File: src/rtl/rc_sched_pkg.sv
`default_nettype none
// ============================================================================
// Module      : rc_sched_pkg
// Description : Shared types and default widths for the recompute scheduler.
// Revision    : 1.0 - initial release
// ============================================================================
package rc_sched_pkg;

    typedef enum logic [2:0] {
        IDLE   = 3'd0,
        LOAD   = 3'd1,
        RUN    = 3'd2,
        BYPASS = 3'd3,
        DRAIN  = 3'd4
    } rc_sched_state_e;

    // Defaults track the recompute datapath's scale and shift widths
    localparam int RC_SCALE_WIDTH = 16;
    localparam int RC_SHIFT_WIDTH = 5;

endpackage
`default_nettype wire

File: src/rtl/rc_scale_queue.sv
`default_nettype none
// ============================================================================
// Module      : rc_scale_queue
// Description : Small synchronous FIFO holding per-token scales; head is
//               combinational so the scheduler can present it immediately.
// Revision    : 1.0 - initial release
// ============================================================================
module rc_scale_queue
    import rc_sched_pkg::*;
#(
    parameter int WIDTH = RC_SCALE_WIDTH,
    parameter int DEPTH = 2
) (
    input  logic             clk,
    input  logic             rst,
    input  logic             push,
    input  logic             pop,
    input  logic [WIDTH-1:0] din,
    output logic [WIDTH-1:0] head,
    output logic             empty,
    output logic             full
);

    localparam int PTR_W = (DEPTH > 1) ? $clog2(DEPTH) : 1;
    localparam int CNT_W = $clog2(DEPTH + 1);

    logic [WIDTH-1:0] r_mem [DEPTH];
    logic [PTR_W-1:0] r_wr_ptr;
    logic [PTR_W-1:0] r_rd_ptr;
    logic [CNT_W-1:0] r_count;
    logic             w_push;
    logic             w_pop;

    assign w_push = push && !full;
    assign w_pop  = pop && !empty;
    assign empty  = (r_count == '0);
    assign full   = (r_count == CNT_W'(DEPTH));
    assign head   = r_mem[r_rd_ptr];

    // Storage is cleared too so the head reads zero out of reset
    always_ff @(posedge clk) begin
        if (rst) begin
            r_wr_ptr <= '0;
            r_rd_ptr <= '0;
            r_count  <= '0;
            for (int i = 0; i < DEPTH; i++) begin
                r_mem[i] <= '0;
            end
        end else begin
            if (w_push) begin
                r_mem[r_wr_ptr] <= din;
                r_wr_ptr        <= r_wr_ptr + PTR_W'(1);
            end
            if (w_pop) begin
                r_rd_ptr <= r_rd_ptr + PTR_W'(1);
            end
            r_count <= r_count + CNT_W'(w_push) - CNT_W'(w_pop);
        end
    end

endmodule
`default_nettype wire

File: src/rtl/rc_sched.sv
`default_nettype none
// ============================================================================
// Module      : rc_sched
// Description : Per-token recompute scheduler; tracks the datapath input FIFO
//               so each scale covers exactly one token of reads.
// Revision    : 1.0 - initial release
// ============================================================================
module rc_sched
    import rc_sched_pkg::*;
#(
    parameter int SCALE_WIDTH   = RC_SCALE_WIDTH,
    parameter int SHIFT_WIDTH   = RC_SHIFT_WIDTH,
    parameter int VEC_LEN_WIDTH = 12,
    parameter int TOK_CNT_WIDTH = 10,
    parameter int DP_FIFO_DEPTH = 4,
    parameter int SCALE_Q_DEPTH = 2
) (
    input  logic                     clk,
    input  logic                     rst,
    input  logic                     start,
    input  logic                     cfg_recompute_en,
    input  logic [SHIFT_WIDTH-1:0]   cfg_shift,
    input  logic [VEC_LEN_WIDTH-1:0] cfg_vec_len,
    input  logic [TOK_CNT_WIDTH-1:0] cfg_num_tokens,
    input  logic [SCALE_WIDTH-1:0]   scale_in,
    input  logic                     scale_in_vld,
    output logic                     scale_in_rdy,
    input  logic                     dp_in_vld,
    input  logic                     dp_out_vld,
    output logic                     recompute_needed,
    output logic [SCALE_WIDTH-1:0]   rc_scale,
    output logic                     rc_scale_vld,
    output logic                     rc_scale_clear,
    output logic [SHIFT_WIDTH-1:0]   rms_rc_shift,
    output logic                     busy,
    output logic                     token_done,
    output logic                     pass_done,
    output logic                     error
);

    localparam int OCC_W = $clog2(DP_FIFO_DEPTH + 1);

    rc_sched_state_e          r_state;
    rc_sched_state_e          w_state_nxt;
    logic                     r_recompute_needed;
    logic [SHIFT_WIDTH-1:0]   r_shift;
    logic [VEC_LEN_WIDTH-1:0] r_vec_len;
    logic [TOK_CNT_WIDTH-1:0] r_num_tokens;
    logic [OCC_W-1:0]         r_occ;
    logic                     r_avail;
    logic [VEC_LEN_WIDTH-1:0] r_rd_cnt;
    logic [TOK_CNT_WIDTH-1:0] r_tok_issued;
    logic [VEC_LEN_WIDTH-1:0] r_out_cnt;
    logic [TOK_CNT_WIDTH-1:0] r_tok_out;
    logic                     r_out_done;
    logic                     r_error;

    logic                     w_wr;
    logic                     w_rd;
    logic                     w_final_rd;
    logic                     w_more;
    logic                     w_active;
    logic                     w_out_wrap;
    logic                     w_pop;
    logic                     w_q_empty;
    logic                     w_q_full;
    logic [SCALE_WIDTH-1:0]   w_q_head;

    rc_scale_queue #(
        .WIDTH (SCALE_WIDTH),
        .DEPTH (SCALE_Q_DEPTH)
    ) u_scale_q (
        .clk   (clk),
        .rst   (rst),
        .push  (scale_in_vld && scale_in_rdy),
        .pop   (w_pop),
        .din   (scale_in),
        .head  (w_q_head),
        .empty (w_q_empty),
        .full  (w_q_full)
    );

    // Shadow of the datapath input FIFO: reads stall while no scale is held
    assign w_wr       = dp_in_vld && (r_occ != OCC_W'(DP_FIFO_DEPTH));
    assign w_rd       = (!r_recompute_needed || r_avail) && (r_occ != '0);
    assign w_final_rd = (r_state == RUN) && w_rd && (r_rd_cnt == r_vec_len - VEC_LEN_WIDTH'(1));
    assign w_more     = (r_tok_issued < r_num_tokens);

    assign w_active   = (r_state != IDLE) && !rst;
    assign w_out_wrap = w_active && !r_out_done && dp_out_vld
                        && (r_out_cnt == r_vec_len - VEC_LEN_WIDTH'(1));
    assign token_done = w_out_wrap;
    assign pass_done  = w_out_wrap && (r_tok_out == r_num_tokens - TOK_CNT_WIDTH'(1));

    assign scale_in_rdy     = !w_q_full && !rst;
    assign recompute_needed = r_recompute_needed;
    assign rms_rc_shift     = r_shift;
    assign rc_scale         = w_q_head;
    assign busy             = (r_state != IDLE);
    assign error            = r_error;

    always_comb begin
        w_state_nxt    = r_state;
        w_pop          = 1'b0;
        rc_scale_vld   = 1'b0;
        rc_scale_clear = 1'b0;
        case (r_state)
            IDLE: begin
                if (start) begin
                    w_state_nxt = cfg_recompute_en ? LOAD : BYPASS;
                end
            end
            LOAD: begin
                if (!w_q_empty) begin
                    rc_scale_vld = 1'b1;
                    w_pop        = 1'b1;
                    w_state_nxt  = RUN;
                end
            end
            RUN: begin
                // Next scale lands on the final read so tokens abut with no bubble
                if (w_final_rd) begin
                    if (w_more && !w_q_empty) begin
                        rc_scale_vld = 1'b1;
                        w_pop        = 1'b1;
                    end else begin
                        rc_scale_clear = 1'b1;
                        w_state_nxt    = w_more ? LOAD : DRAIN;
                    end
                end
            end
            BYPASS: begin
                if (pass_done || r_out_done) begin
                    w_state_nxt = DRAIN;
                end
            end
            DRAIN: begin
                if (pass_done || r_out_done) begin
                    w_state_nxt = IDLE;
                end
            end
            default: w_state_nxt = IDLE;
        endcase
    end

    always_ff @(posedge clk) begin
        if (rst) begin
            r_state            <= IDLE;
            r_recompute_needed <= 1'b0;
            r_shift            <= '0;
            r_vec_len          <= '0;
            r_num_tokens       <= '0;
            r_occ              <= '0;
            r_avail            <= 1'b0;
            r_rd_cnt           <= '0;
            r_tok_issued       <= '0;
            r_out_cnt          <= '0;
            r_tok_out          <= '0;
            r_out_done         <= 1'b0;
            r_error            <= 1'b0;
        end else begin
            r_state <= w_state_nxt;
            r_occ   <= r_occ + OCC_W'(w_wr) - OCC_W'(w_rd);

            if ((dp_in_vld && !w_wr) || (scale_in_vld && w_q_full)
                || (dp_out_vld && (r_state == IDLE))) begin
                r_error <= 1'b1;
            end

            if ((r_state == IDLE) && start) begin
                r_recompute_needed <= cfg_recompute_en;
                r_shift            <= cfg_shift;
                r_vec_len          <= cfg_vec_len;
                r_num_tokens       <= cfg_num_tokens;
                r_avail            <= 1'b0;
                r_rd_cnt           <= '0;
                r_tok_issued       <= '0;
                r_out_cnt          <= '0;
                r_tok_out          <= '0;
                r_out_done         <= 1'b0;
            end

            if (rc_scale_vld) begin
                r_avail      <= 1'b1;
                r_rd_cnt     <= '0;
                r_tok_issued <= r_tok_issued + TOK_CNT_WIDTH'(1);
            end else if (rc_scale_clear) begin
                r_avail  <= 1'b0;
                r_rd_cnt <= '0;
            end else if ((r_state == RUN) && w_rd) begin
                r_rd_cnt <= r_rd_cnt + VEC_LEN_WIDTH'(1);
            end

            if (w_active && dp_out_vld && !r_out_done) begin
                if (w_out_wrap) begin
                    r_out_cnt <= '0;
                    r_tok_out <= r_tok_out + TOK_CNT_WIDTH'(1);
                    if (pass_done) begin
                        r_out_done <= 1'b1;
                    end
                end else begin
                    r_out_cnt <= r_out_cnt + VEC_LEN_WIDTH'(1);
                end
            end
        end
    end

endmodule
`default_nettype wire
File: config.mk
export PLATFORM = sky130hd
export DESIGN_NAME = rc_sched
export DESIGN_NICKNAME = d
export VERILOG_FILES = /design/src/rtl/rc_sched_pkg.sv /design/src/rtl/rc_scale_queue.sv /design/src/rtl/rc_sched.sv
export SDC_FILE = /design/constraint.sdc
export NUM_CORES = 1
export LEC_CHECK = 0
export ABC_CLOCK_PERIOD_IN_PS = 10300
export BUFFER_PORTS_ARGS = -buffer_cell sky130_fd_sc_hd__buf_2
export CELL_PAD_IN_SITES_DETAIL_PLACEMENT = 1
export CELL_PAD_IN_SITES_GLOBAL_PLACEMENT = 2
export CORE_MARGIN = 3
export CORE_UTILIZATION = 39
export CTS_CLUSTER_SIZE = 25
export DETAILED_ROUTE_END_ITERATION = 16
export PLACE_DENSITY_LB_ADDON = 0.1
export SLEW_MARGIN = 20
export SYNTH_ARGS = -nofsm -noshare
export SYNTH_HDL_FRONTEND = slang
export SYNTH_SLANG_ARGS = --single-unit
export TNS_END_PERCENT = 5
File: constraint.sdc
create_clock -name clk -period 10.3 [get_ports clk]
set_input_delay 2.06 -clock clk [delete_from_list [all_inputs] [get_ports clk]]
set_output_delay 2.06 -clock clk [all_outputs]
set_load 0.01 [all_outputs]
# Word level (Yosys, flattened, before mapping)
# Memories as Yosys holds them, arrays and structs flattened. A register that Yosys moved wholly into a read port is not among the register bits.
# Cells that the tools add are included.
[totals]
ff_bits = 85
latch_bits = 0
ram_bits = 32
rom_bits = 0
in_bits = 50
elab_cells = 128
mem_count = 1
[op_classes]
addsub = 12
mul = 0
n_div = 0
n_lt_le_gt_ge = 1
n_eq_ne = 15
shifts = 0
n_mux = 42
bitwise_logic = 0
n_reduce_logical = 41
[mem_list]
columns = ["name", "depth", "word_bits", "read_ports", "rd_ports_with_merged_regs", "write_ports", "line_no", "rtl"]
rows = [
  ["u_scale_q.r_mem", 2, 16, 1, 1, 2, "rc_scale_queue.sv:27", "logic [WIDTH-1:0] r_mem [DEPTH];"],
]
[op_table]
columns = ["operator", "count"]
rows = [
  ["$mux W10", 5],
  ["$mux W12", 4],
  ["$add A12 B1 Y12 const B", 2],
  ["$eq A12 B12 Y1", 2],
  ["$mux W1", 22],
  ["$mux W3", 7],
  ["$add A10 B1 Y10 const B", 2],
  ["$logic_and A1 B1 Y1", 20],
  ["$mux W16", 1],
  ["$reduce_or A16 Y1", 1],
  ["$pmux W3 S5", 1],
  ["$ne A2 B2 Y1 const B", 6],
  ["$sub A12 B1 Y12 const B", 1],
  ["$eq A10 B10 Y1", 1],
  ["$lt A10 B10 Y1", 1],
  ["$sub A10 B1 Y10 const B", 1],
  ["$reduce_bool A3 Y1", 3],
  ["$eq A3 B2 Y1 const B", 2],
  ["$logic_not A1 Y1", 6],
  ["$reduce_and A6 Y1", 1],
  ["$reduce_bool A2 Y1", 3],
  ["$logic_or A1 B1 Y1", 4],
  ["$add A3 B1 Y3", 1],
  ["$eq A3 B1 Y1 const B", 1],
  ["12 further kinds", 13],
]

# Depth between registers and ports, before layout
[logic_depth]
word_depth = 10
ltp_mapped = 17
ltp_nobuf = 14

# Modules after synthesis
# Synthesis repeated with hierarchy kept, for this count alone.
[unflattened]
hier_cells = 807
area_unflattened_um2 = 6849.1
[modules_own_cells]
columns = ["module", "n_inst", "cells_each", "area_per_inst_um2"]
rows = [
  ["rc_sched", 1, 676, 5201.2],
  ["rc_scale_queue", 1, 131, 1647.8],
]

# Worst setup path after synthesis
# No wires, ideal clock.
[synth_timing]
path_kind = "input to output"
from = "in rst"
to = "out pass_done"
arrival_time_ps = 4058
t_required_ps = 8240
setup_slack_ps = 4182
stages = 8
n_path_buf = 2
cell_sequence = "clkbuf_1 nor2_1 nand3_1 a2111oi_0 o2111ai_1 nor4_4 clkbuf_1 and2_1"
[synth_between]
elab_chain_cells = 6
[synth_rtl]
columns = ["element", "line_no", "rtl"]
rows = [
  ["from (decl)", "rc_sched.sv:19", "input logic rst,"],
  ["$logic_not A1 Y1", "rc_sched.sv:89", "assign w_active = (r_state != IDLE) && !rst;"],
  ["$logic_and A1 B1 Y1", "rc_sched.sv:89", ""],
  ["$logic_and A1 B1 Y1 (2 in series)", "rc_sched.sv:90", "assign w_out_wrap = w_active && !r_out_done && dp_out_vld"],
  ["$logic_and A1 B1 Y1", "rc_sched.sv:91", "&& (r_out_cnt == r_vec_len - VEC_LEN_WIDTH'(1));"],
  ["named net token_done", "rc_sched.sv:36", "output logic token_done,"],
  ["$logic_and A1 B1 Y1", "rc_sched.sv:93", "assign pass_done = w_out_wrap && (r_tok_out == r_num_tokens - TOK_CNT_WIDTH'(1));"],
  ["to (decl)", "rc_sched.sv:37", "output logic pass_done,"],
]
# The timed path passes the listed nets, and every way through them passes these cells.

# Final worst setup path
[layout_timing]
from = "in rst"
to = "out pass_done"
[layout_between]
elab_chain_cells = 6
[layout_rtl]
columns = ["element", "line_no"]
rows = [
  ["$logic_not A1 Y1", "rc_sched.sv:89"],
  ["$logic_and A1 B1 Y1", "rc_sched.sv:89"],
  ["$logic_and A1 B1 Y1 (2 in series)", "rc_sched.sv:90"],
  ["$logic_and A1 B1 Y1", "rc_sched.sv:91"],
  ["$logic_and A1 B1 Y1", "rc_sched.sv:93"],
]
# No other way between the ends.

==> tab_implementation.tex <==
\begin{tabular}{lr}
\hline
Metric & Value \\
\hline
\multicolumn{2}{l}{\textbf{Routing}} \\
DRC violation count after routing & 0 \\
DR pass1 iterations & 4 \\
Post-route ant nets & 0 \\
Drt wl/cell & 17.4 um \\
Via-to-Cell Ratio & 5.50 \\
First-iteration detailed-routing DRC count & between 200 and 300 \\
DRT Wirelength & around 18000 um \\
Total via count after detailed routing & 5841 \\
\multicolumn{2}{l}{\textbf{Synthesis}} \\
Area of the mapped netlist & approximately 0.0067 mm2 \\
Number of flops mapped to enable cells by yosys & 32 \\
Largest area contributor in the synthesized netlist & sky130\_fd\_sc\_hd\_\_dfxtp\_1 \\
Share of the synthesized area in the top cell type & 0.256 \\
Mean instance size in the synthesized netlist & 8.64 um2 \\
Synth Register Bits & between 100 and 150 \\
Synth warn & 0 \\
Number of distinct library cell variants in the gate-level netlist after synthesis & 67 \\
Syn nets & approximately 850 \\
Cell count after synthesis & 778 \\
Share of synthesized flip-flops with an asynchronous set or reset & 0 \\
Cell types with the largest area share after synthesis & sky130\_fd\_sc\_hd\_\_dfxtp\_1 (26\%), sky130\_fd\_sc\_hd\_\_edfxtp\_1 (14\%), sky130\_fd\_sc\_hd\_\_nand2\_1 (5.4\%), sky130\_fd\_sc\_hd\_\_xnor2\_1 (4.6\%), sky130\_fd\_sc\_hd\_\_mux2\_2 (4.4\%) \\
Prevailing post-synth register cell & sky130\_fd\_sc\_hd\_\_dfxtp\_1 \\
Proportion of synthesized chip area in sequential cells & 0.399 \\
\multicolumn{2}{l}{\textbf{Clock tree}} \\
Total CTS buffers & 17 \\
Clk\_lat worst skew & between 400 and 500 ps \\
CTS sink cnt & between 100 and 150 \\
Maximum buffer depth of the clock tree & 2 \\
Number of setup buffers added after CTS & 0 \\
Number of resized instances in the post-cts repair step & 0 \\
CTS Hold Bufs & 0 \\
Clock-pin slew of the registers on the worst-case setup and hold paths & 60 ps \\
TritonCTS clock tree & built \\
Root buffer selected by CTS & sky130\_fd\_sc\_hd\_\_clkbuf\_16 \\
CTS H-Tree Depth & 4 \\
\multicolumn{2}{l}{\textbf{Worst setup path}} \\
Delay of the slowest cell on the worst path & 570 ps \\
Max FO, Critical Path & 11 \\
Cell seen most often among critical-path stages & sky130\_fd\_sc\_hd\_\_buf\_2 \\
Category of the critical setup timing path & input pin to output pin \\
Element type at the critical path start & input pin \\
Setup slack, reg-to-reg & 6250 ps \\
Logic depth of the worst register-to-register path & 12 \\
Crit-path cells & buf\_2, nor2\_1, nand3\_1, a2111oi\_0, o2111ai\_1, nor4\_4, and2\_1, buf\_2 \\
CP Capture Type & output pin \\
Startpoint of the most critical register-to-register path & r\_vec\_len[4] \\
Req. time, crit path & 8240 ps \\
Top cell family by delay on the critical path & simple AND/OR/NAND/NOR gates \\
Capture point of the worst reg-to-reg path & u\_scale\_q.r\_count[1] \\
WP data arrival & around 4400 ps \\
CP bufs+invs & 2 \\
Slowest cell on the critical path & sky130\_fd\_sc\_hd\_\_a2111oi\_0 \\
\multicolumn{2}{l}{\textbf{Floorplan}} \\
Horizontal extent of the die & $\sim$140 um \\
I/O pin count & 79 \\
Cell Rows & 47 \\
Area inside the core boundary & 0.0167 mm2 \\
Die Y & roughly 140 um \\
Floorplan die area & between 0.015 and 0.02 mm2 \\
Initial Utilization & 0.403 \\
\multicolumn{2}{l}{\textbf{Power}} \\
Combinational group share of total power & 0.330 \\
Portion of total power attributed to sequential cells & 0.337 \\
Switching power total & roughly 0.66 mW \\
Design internal power & 1.13 mW \\
VDD IR max & 0.140 mV \\
Fraction of power spent switching nets & 0.370 \\
Power per cell area & 230 mW/mm2 \\
P\_leak & 3.17 nW \\
Proportion of power drawn by the clock network & 0.333 \\
Total chip power & roughly 1.8 mW \\
\multicolumn{2}{l}{\textbf{Finish}} \\
Ant diodes & 0 \\
Leading cell types in the layout, fill and taps excluded & sky130\_fd\_sc\_hd\_\_nand2\_1 (96), sky130\_fd\_sc\_hd\_\_dfxtp\_1 (86), sky130\_fd\_sc\_hd\_\_buf\_2 (78) \\
Post-route core utilization & 0.469 \\
Layout Nets & between 800 and 900 \\
Fraction of final layout cells sized beyond drive strength 1 & 0.183 \\
Number of standard cells in the layout, taps in and fillers out & 1062 \\
Area growth from synthesis to layout & 16.4\% \\
Commonest non-fill, non-tap cell in the layout & sky130\_fd\_sc\_hd\_\_nand2\_1 \\
Layout Cell Area excl Fill & about 0.008 mm2 \\
\multicolumn{2}{l}{\textbf{Global route}} \\
First-pass GRT wire length & 30200 um \\
Number of global-route vias before repair & 5983 \\
Total global-route track usage & 0.203 \\
Antenna violations before repair & 0 \\
Overall overflow remaining after global route & 0 \\
Maximum number of pins on one net before global-route repair & 79 \\
\multicolumn{2}{l}{\textbf{Placement}} \\
Cells after DPL & 1029 \\
Post-DP HPWL & 13200 um \\
Port-buffer cells & 78 \\
Placed cell areas & 0.00722 mm2 \\
Setup WS pre-CTS & 3310 ps \\
GPL Wtd Cong & 0.781 \\
\multicolumn{2}{l}{\textbf{Timing}} \\
Final worst path period share & 0.624 \\
Total count of max-transition violations in the final report & 0 \\
Fmax & 0.155 GHz \\
Unrepaired setup endpoints after global routing & false \\
Hold\_ws & 456 ps \\
Final setup violating endpoints & 0 \\
Final Hold Fails & 0 \\
Worst clock skew on the final layout & 9.52 ps \\
Clock period minus final worst setup slack & 6430 ps \\
Setup total negative slack & 0 ps \\
Transition time of the tightest slew-check pin & 1020 ps \\
Worst slew margin relative to its limit & 0.311 \\
Worst Setup Slack, final & 3870 ps \\
\multicolumn{2}{l}{\textbf{Outcome}} \\
Status & complete, no violations \\
\multicolumn{2}{l}{\textbf{Min path}} \\
Type of the worst min-delay path & register to register \\
Min-Delay Path Depth & 2 \\
Min-delay src & rms\_rc\_shift[4] \\
Capture endpoint of the worst hold path & rms\_rc\_shift[4] \\
\multicolumn{2}{l}{\textbf{Run}} \\
Number of violations of the max-capacitance limit & 0 \\
\hline
\end{tabular}
## layer usage
layer,global-route usage,up-vias,share of wire
li1,-,2860,-
met1,0.266,2856,0.47
met2,0.340,100,0.48
met3,0.0343,25,0.038
met4,0.0687,0,0.019
met5,0,-,0
## final cells by class
cell class                      instances  area [um2]
Clock inverter                         15         170
Inverter                               25        93.8
Tap cell                              220         275
Clock buffer                           17         425
Sequential cell                       118        2680
Timing Repair Buffer                   84         439
Fill cell                            2007        8880
Multi-Input combinational cell        583        3740
## power groups by stage
| stage | logic (mW) | clock network (mW) | registers, mW |
|---|---|---|---|
| finish | 0.593 | 0.598 | 0.606 |
| global route | 0.669 | 0.632 | 0.615 |
| CTS | 0.600 | 0.611 | 0.606 |
| detailed placement | 0.596 | 0 | 0.615 |
| global placement | 0.571 | 0 | 0.610 |
| floorplan | 0.462 | 0 | 0.577 |
## worst register-to-register path: cells and delay by family, from the launching register on
| kind | cells | cell delay, ps |
|---|---|---|
| and+or+nand+nor | 7 | 2690 |
| DFF | 1 | 460 |
| adders and majority gates | 2 | 400 |
| xor gates and xnor gates | 2 | 310 |
| buffers and inverters | 1 | 60 |
## logic make-up (layout without fill, tap and decap cells)
group / count (synthesis) / in the layout / synth area share
mux: 27 / 27 / 0.0450
flops: 118 / 118 / 0.399
compound gates: 141 / 141 / 0.136
simple gates: 346 / 346 / 0.268
fa+ha+maj: 20 / 20 / 0.0383
xor+xnor: 49 / 49 / 0.0681
buf+inv: 77 / 141 / 0.0452
## Yosys cell counts (3+ instances only)
cell type and n:
sky130_fd_sc_hd__edfxtp_1 32, sky130_fd_sc_hd__or2_2 6, sky130_fd_sc_hd__nor3_1 17, sky130_fd_sc_hd__and3b_1 6, sky130_fd_sc_hd__or4_1 5, sky130_fd_sc_hd__and3_1 24
sky130_fd_sc_hd__a311oi_1 4, sky130_fd_sc_hd__a31oi_1 8, sky130_fd_sc_hd__inv_1 25, sky130_fd_sc_hd__o211ai_1 11, sky130_fd_sc_hd__o21ai_0 14, sky130_fd_sc_hd__nor4_1 5
sky130_fd_sc_hd__ha_1 19, sky130_fd_sc_hd__nor2b_1 16, sky130_fd_sc_hd__mux2_2 26, sky130_fd_sc_hd__xnor2_1 35, sky130_fd_sc_hd__nand4_1 19, sky130_fd_sc_hd__nor3b_1 6
sky130_fd_sc_hd__or3_1 7, sky130_fd_sc_hd__nand2_1 97, sky130_fd_sc_hd__o2111ai_1 3, sky130_fd_sc_hd__a21o_1 6, sky130_fd_sc_hd__a21oi_1 57, sky130_fd_sc_hd__a211oi_1 6
sky130_fd_sc_hd__o311a_1 5, sky130_fd_sc_hd__nand3b_1 8, sky130_fd_sc_hd__dfxtp_1 86, sky130_fd_sc_hd__xor2_1 12, sky130_fd_sc_hd__nand3_1 20, sky130_fd_sc_hd__and2_1 36
sky130_fd_sc_hd__a2111oi_0 4, sky130_fd_sc_hd__nand2b_1 3, sky130_fd_sc_hd__clkbuf_1 44, sky130_fd_sc_hd__buf_2 5, sky130_fd_sc_hd__nor2_1 61
## worst max path at each step
stage	startpoint	cells after the start	slack (ps)	to
final	rst	8	3870	pass_done
after global routing	rst	8	3660	pass_done
after CTS	rst	8	3300	pass_done
after detailed placement	rst	8	3310	pass_done
after global placement	rst	8	3500	pass_done
after floorplan	rst	8	4180	pass_done
## registers in the layout, summed over array words and instances (netlist names), 2 cells and up, named ones only
name,count
u_scale_q.r_count,2
rms_rc_shift,5
u_scale_q.r_mem,32
r_out_cnt,12
r_state,3
r_vec_len,12
r_occ,3
r_num_tokens,10
r_rd_cnt,12
r_tok_out,10
r_tok_issued,10
(Power assumes the default switching activity.)
